===== config.mk =====
export PLATFORM = sky130hd
export DESIGN_NAME = ppm_decoder
export DESIGN_NICKNAME = d
export VERILOG_FILES = /design/src/rtl/ppm_pkg.sv /design/src/rtl/ppm_line_sync.sv /design/src/rtl/ppm_decoder.sv
export SDC_FILE = /design/constraint.sdc
export NUM_CORES = 1
export LEC_CHECK = 0
export ABC_AREA = 1
export CORE_MARGIN = 2
export CORE_UTILIZATION = 45
export CTS_BUF_LIST = sky130_fd_sc_hd__clkbuf_8
export DETAILED_ROUTE_END_ITERATION = 10
export HOLD_SLACK_MARGIN = 0.05
export PLACE_DENSITY_LB_ADDON = 0.15
export SLEW_MARGIN = 0
export SYNTH_ARGS = -nofsm -noshare
export SYNTH_HDL_FRONTEND = slang
export SYNTH_SLANG_ARGS = --single-unit

===== constraint.sdc =====
create_clock -name clk -period 5.8 [get_ports clk]
set_clock_uncertainty 0.05 [all_clocks]
set_input_delay 0.87 -clock clk [delete_from_list [all_inputs] [get_ports clk]]
set_output_delay 0.87 -clock clk [all_outputs]
set_load 0.05 [all_outputs]

===== src/rtl/ppm_pkg.sv =====
// Shared VLC 4-PPM line constants, error codes and state encodings used by
// both the transmit encoder and the receive decoder.
package ppm_pkg;

    localparam int SLOT_CLKS   = 16;
    localparam int SYMBOL_CLKS = 128;
    localparam int SOF_GAP     = 80;
    localparam int DATA_START  = 128;
    localparam int EOF_START   = 640;
    localparam int EOF_FALL    = 672;
    localparam int FRAME_END   = 704;

    localparam int FC_W  = 10;
    localparam int CNT_W = 8;

    typedef enum logic [1:0] {
        ERR_NONE = 2'b00,
        ERR_SOF  = 2'b01,
        ERR_SYM  = 2'b10,
        ERR_EOF  = 2'b11
    } err_e;

    // Field order the encoder walks through for one frame.
    typedef enum logic [1:0] {
        ORD_SOF  = 2'd0,
        ORD_DATA = 2'd1,
        ORD_EOF  = 2'd2,
        ORD_IDLE = 2'd3
    } ord_e;

    typedef enum logic [1:0] {
        ST_IDLE = 2'd0,
        ST_SOF2 = 2'd1,
        ST_DATA = 2'd2,
        ST_EOF  = 2'd3
    } dec_state_e;

    function automatic logic in_win(input int val, input int center, input int tol);
        return (val >= center - tol) && (val <= center + tol);
    endfunction

endpackage


===== src/rtl/ppm_line_sync.sv =====
// Line synchroniser: flop chain on din, registered fall/rise detect and a
// saturating low-time counter that reads N on the cycle a pulse N wide rises.
module ppm_line_sync
    import ppm_pkg::*;
#(
    parameter int SYNC_STAGES = 2,
    parameter int CW          = CNT_W
) (
    input  logic          clk,
    input  logic          rst,
    input  logic          din,
    output logic          fe,
    output logic          re,
    output logic [CW-1:0] low_cnt
);

    logic [SYNC_STAGES-1:0] chain;
    logic                   line;
    logic                   line_q;

    assign line = chain[SYNC_STAGES-1];

    always_ff @(posedge clk or negedge rst) begin
        if (!rst) begin
            chain   <= '1;
            line_q  <= 1'b1;
            fe      <= 1'b0;
            re      <= 1'b0;
            low_cnt <= '0;
        end else begin
            chain[0] <= din;
            for (int i = 1; i < SYNC_STAGES; i++) chain[i] <= chain[i-1];
            line_q <= line;
            fe     <= line_q & ~line;
            re     <= ~line_q & line;
            // Zero lines up with the fe strobe; counting stops once the line is high.
            if (line_q & ~line)
                low_cnt <= '0;
            else if (!line_q && low_cnt != '1)
                low_cnt <= low_cnt + 1'b1;
        end
    end

endmodule


===== src/rtl/ppm_decoder.sv =====
// Receive-side 4-PPM frame decoder: SOF pair, four 2-bit symbols, EOF,
// with edge-position and pulse-width checks and typed frame errors.
module ppm_decoder
    import ppm_pkg::*;
#(
    parameter int TOL         = 4,
    parameter int SYNC_STAGES = 2
) (
    input  logic       clk,
    input  logic       rst,
    input  logic       din,
    output logic [7:0] data_out,
    output logic       data_valid,
    output logic       frame_err,
    output logic [1:0] err_code
);

    localparam logic [FC_W-1:0]  FC_SOF_LATE = FC_W'(SOF_GAP + TOL);
    localparam logic [FC_W-1:0]  FC_SOF_NEXT = FC_W'(SOF_GAP + 1);
    localparam logic [FC_W-1:0]  FC_DATA     = FC_W'(DATA_START);
    localparam logic [FC_W-1:0]  FC_LAST     = FC_W'(FRAME_END - 1);
    localparam logic [CNT_W-1:0] LOW_MAX     = CNT_W'(SLOT_CLKS + TOL + 1);

    logic             fe;
    logic             re;
    logic [CNT_W-1:0] low_cnt;

    dec_state_e      state;
    logic [FC_W-1:0] fc;
    logic [6:0]      o;
    logic [1:0]      k;
    logic            got;
    logic            pend;
    err_e            pend_code;
    logic [7:0]      shreg;
    logic            sym_area;
    logic            sym_end;
    logic            err;
    err_e            code;

    ppm_line_sync #(
        .SYNC_STAGES(SYNC_STAGES),
        .CW         (CNT_W)
    ) u_sync (
        .clk    (clk),
        .rst    (rst),
        .din    (din),
        .fe     (fe),
        .re     (re),
        .low_cnt(low_cnt)
    );

    // fc[9:7] runs 1..4 over the data symbols, so k wraps to 0..3.
    assign o        = fc[6:0];
    assign k        = fc[8:7] - 2'd1;
    assign sym_area = (fc >= FC_DATA);
    assign sym_end  = sym_area && (o == 7'd127);

    always_comb begin
        err  = 1'b0;
        code = ERR_NONE;
        case (state)
            ST_SOF2: begin
                if (fe && !in_win(int'(fc), SOF_GAP, TOL)) begin
                    err = 1'b1; code = ERR_SOF;
                end else if (!fe && fc == FC_SOF_LATE) begin
                    err = 1'b1; code = ERR_SOF;
                end
            end
            ST_DATA: begin
                if (fe && (!sym_area || got || !in_win(int'(o[4:0]), SLOT_CLKS, TOL))) begin
                    err = 1'b1; code = ERR_SYM;
                end else if (sym_end && !got) begin
                    err = 1'b1; code = ERR_SYM;
                end
            end
            ST_EOF: begin
                if (fe && (got || !in_win(int'(fc), EOF_FALL, TOL))) begin
                    err = 1'b1; code = ERR_EOF;
                end else if (fc == FC_LAST && !got) begin
                    err = 1'b1; code = ERR_EOF;
                end
            end
            default: ;
        endcase
        // Width of the last accepted pulse is charged to the field that accepted it.
        if (state != ST_IDLE && pend &&
            ((re && !in_win(int'(low_cnt), SLOT_CLKS, TOL)) || (!re && low_cnt >= LOW_MAX))) begin
            err  = 1'b1;
            code = pend_code;
        end
    end

    // "fc = N at an edge" means the edge cycle is N, so the register loads N+1.
    always_ff @(posedge clk or negedge rst) begin
        if (!rst) begin
            state      <= ST_IDLE;
            fc         <= '0;
            got        <= 1'b0;
            pend       <= 1'b0;
            pend_code  <= ERR_NONE;
            shreg      <= '0;
            data_out   <= '0;
            data_valid <= 1'b0;
            frame_err  <= 1'b0;
            err_code   <= ERR_NONE;
        end else begin
            data_valid <= 1'b0;
            frame_err  <= 1'b0;
            if (re) pend <= 1'b0;
            if (err) begin
                frame_err <= 1'b1;
                err_code  <= code;
                state     <= ST_IDLE;
                fc        <= '0;
                got       <= 1'b0;
                pend      <= 1'b0;
            end else begin
                case (state)
                    ST_IDLE: begin
                        fc <= '0;
                        if (fe) begin
                            fc        <= FC_W'(1);
                            state     <= ST_SOF2;
                            pend      <= 1'b1;
                            pend_code <= ERR_SOF;
                        end
                    end
                    ST_SOF2: begin
                        fc <= fc + 1'b1;
                        if (fe) begin
                            fc        <= FC_SOF_NEXT;
                            state     <= ST_DATA;
                            got       <= 1'b0;
                            pend      <= 1'b1;
                            pend_code <= ERR_SOF;
                        end
                    end
                    ST_DATA: begin
                        fc <= fc + 1'b1;
                        if (fe) begin
                            got                  <= 1'b1;
                            shreg[{k, 1'b0} +: 2] <= o[6:5];
                            pend                 <= 1'b1;
                            pend_code            <= ERR_SYM;
                        end
                        if (sym_end) begin
                            got <= 1'b0;
                            if (fc[9:7] == 3'd4) state <= ST_EOF;
                        end
                    end
                    ST_EOF: begin
                        fc <= fc + 1'b1;
                        if (fe) begin
                            got       <= 1'b1;
                            pend      <= 1'b1;
                            pend_code <= ERR_EOF;
                        end
                        if (fc == FC_LAST) begin
                            data_valid <= 1'b1;
                            data_out   <= shreg;
                            state      <= ST_IDLE;
                            fc         <= '0;
                            got        <= 1'b0;
                            pend       <= 1'b0;
                        end
                    end
                    default: state <= ST_IDLE;
                endcase
            end
        end
    end

endmodule


==> results by group <==
Logic synthesis
  • #FFs+latches synth: 49
  • Commonest cells in the synthesized netlist: sky130_fd_sc_hd__nand2_1, sky130_fd_sc_hd__dfrtp_1, sky130_fd_sc_hd__inv_1
  • Cell taking the most area after synthesis: sky130_fd_sc_hd__dfrtp_1
  • Gate Count Post-Synth: 349
  • Proportion of register bits with asynchronous set or reset after synthesis: 100%
  • Register area share after synthesis: 44.3%
  • Largest cells by area after synthesis: sky130_fd_sc_hd__dfrtp_1, sky130_fd_sc_hd__nand2_1, sky130_fd_sc_hd__ha_1
  • Yosys synthesis warning count: 0
  • Number of distinct standard cells referenced by the synthesized netlist: 38
  • Synth Net Count: 369
  • Top flip-flop cell by instance count after synthesis: sky130_fd_sc_hd__dfrtp_1
  • Cell area after synthesis: 2780 um2
  • Share of the synthesized area in the top cell type: 41.5%
  • Avg Synthesized Cell Area: 7.96 um2
  • Cell with the most instances after synthesis: sky130_fd_sc_hd__nand2_1
  • Number of enable flip-flop cells after synthesis: 0

Place
  • Hpwl dp: 4070 um
  • Weighted congestion at the end of routability-driven global placement: 0.845
  • Count of buffers from port buffering: 14

Critical path
  • Max FO, Critical Path: 2
  • CP top delay family: buffers and inverters
  • Critical path class: flop to output pin
  • Worst R2R Start: u_sync.low_cnt[0]
  • Data required time of the critical path: 4880 ps
  • Kind of end point of the critical path: output pin
  • Worst Path Arrival: 1480 ps
  • CP Cell Sequence: clkdlybuf4s50_1
  • Longest individual stage delay on the worst path: 800 ps
  • Sum of buffers and inverters on the critical path: 1
  • Cell with the largest stage delay on the worst path: sky130_fd_sc_hd__clkdlybuf4s50_1
  • Startpoint class of the critical path: flop
  • Startpoint of the most critical setup path: data_out[6]

GRT
  • Most utilized layer in the global route result: met2
  • Number of global-route vias before repair: 2212
  • Total routing usage reported by global routing: 18.9%
  • Met3 track utilization from global routing: 4.24%
  • Global routing usage on met2: 30.6%
  • Global-route wire length before repair: 9970 um
  • Antenna violations before repair: 0
  • Met1 usage: 25.5%
  • Maximum number of pins on one net before global-route repair: 50
  • Remaining Overflow, GRT: 0

Die
  • Width of the die: 82.6 um
  • DIE HEIGHT: 82.6 um
  • Top Ports: 15
  • Core area: 5960 um2
  • Placement Rows: 28
  • Starting density of the core: 46.6%
  • Area of the die: 6810 um2

Timing
  • Final critical-path share of the clock period: 41.4%
  • Total count of max-transition violations in the final report: 0
  • Maximum frequency from static timing analysis: 417 MHz
  • RSZ-0062 raised after global routing: no
  • Setup_tns: 0 ps
  • Finish-stage setup viols: 0
  • Number of endpoints with negative hold slack in the final report: 0
  • Fin Hold WS: 319 ps
  • Worst-case headroom to the max-slew limit: 29.2%
  • Fin crit period: 2400 ps
  • Slew of the pin with the lowest slew margin: 1060 ps

Clock network
  • Max Root-Sink Buffers: 2
  • Clock sink count: 49
  • Number of setup buffers added after CTS: 0
  • CTS tree: built
  • Number of hold buffers added after CTS: 0
  • TritonCTS Buffers: 5
  • Deepest level of the CTS H-tree: 2
  • Clock transition at path regs: 100 ps
  • Latest clock arrival within the worst-skew pair: 310 ps
  • Post-cts repair resize count: 0
  • Root Driver: sky130_fd_sc_hd__clkbuf_8

Detailed routing
  • Post-detailed-route wirelength per cell: 12.5 um
  • Number of detailed-route iterations in the first pass: 4
  • Via count of the routed design: 2201
  • Routed WL: 5510 um
  • Ratio of routed vias to standard cells: 4.99
  • Remaining DRCs: 0
  • Post-detailed-route count of antenna-violating nets: 0
  • Drt first-iter violations: 107

Layout
  • Total number of nets in the final design: 385
  • Number of inserted diodes: 0
  • Area growth from synthesis to layout: 10.3%
  • Fraction of layout cells with a size suffix above 1: 8.74%

Run
  • Max-capacitance violation count: 0

Pwr
  • Pwr per Cell Area: 325 nW/um2
  • Max VDD drop: 187 uV
  • Static power due to leakage: 1.47 nW

Hold path
  • Class of the tightest hold or removal check: flop to flop
  • Launch instance of the worst min-delay path: u_sync.chain[0]

Status
  • Status: complete, no violations
[metrics by stage]
| stage | setup slack [ps] | utilization [%] | cell area, um2 | instances | total power, mW |
|---|---|---|---|---|---|
| after floorplan | 3820 | - | 2780 | 349 | 0.704 |
| after global placement | 3470 | 49.9 | 2970 | 433 | 0.796 |
| after detailed placement | 3420 | 49.9 | 2970 | 433 | 0.799 |
| after CTS | 3400 | 51.4 | 3060 | 441 | 1.01 |
| after global routing | 3090 | 51.4 | 3060 | 441 | 1.09 |
| final | 3400 | 51.4 | 3060 | 441 | 0.994 |
[layout make-up]
cell class	instances	area, um2
clock buffer	5	68.8
multi-input combinational	252	1350
timing repair buffer	14	135
sequential	49	1230
fill	584	2890
inverter	43	161
clock inverter	3	21.3
tap	75	93.8
[layer usage]
layer | vias up | wire length [um]
li1 | 1154 | -
met1 | 1004 | 2760
met2 | 34 | 2480
met3 | 9 | 190
met4 | 0 | 72
met5 | - | 0
[power by group]
group	leakage [nW]	switching, mW	internal [mW]
Clock	0.0445	0.119	0.0858
Combinational	0.769	0.240	0.121
Sequential	0.654	0.0392	0.390
[path summary, 6_finish.rpt]
check	end	slack, ps	depth (start not counted)
min in group asynchronous	data_out[1]	700	1
setup / recovery	data_out[6]	3400	1
setup reg to reg	shreg[2]	3430	17
max in group asynchronous	err_code[1]	4350	1
hold / removal	u_sync.chain[1]	320	0
hold reg to reg	u_sync.chain[1]	320	0
[layout by cell type (no fill, tap or decap), types with 6 or more instances in the layout]
cell,n
sky130_fd_sc_hd__nand2_2,6
sky130_fd_sc_hd__o21ai_0,11
sky130_fd_sc_hd__dfrtp_1,46
sky130_fd_sc_hd__xor2_1,6
sky130_fd_sc_hd__nand2_1,101
sky130_fd_sc_hd__clkdlybuf4s50_1,13
sky130_fd_sc_hd__inv_1,38
sky130_fd_sc_hd__nor3_1,13
sky130_fd_sc_hd__a21oi_1,9
sky130_fd_sc_hd__nor2_1,30
sky130_fd_sc_hd__ha_1,17
sky130_fd_sc_hd__nand3_1,28
[kinds of logic (layout without fill, tap and decap cells)]
group	count (synthesis)	in the layout	synth area share [%]
AND/OR/NAND/NOR	194	194	31.1
flip-flops	49	49	44.3
buffers and inverters	48	65	7.03
AO/OA/AOI/OAI	34	34	7.75
adder cells (fa/ha/maj)	17	17	7.66
XOR/XNOR	7	7	2.21
[sequential cells by signal (all words and copies together), names as in the netlist, 2 cells and up]
signal and flops:
fc 10, data_out 8, shreg 8, u_sync.low_cnt 8, err_code 2, pend_code 2
state 2, u_sync.chain 2
(Power assumes the default switching activity.)
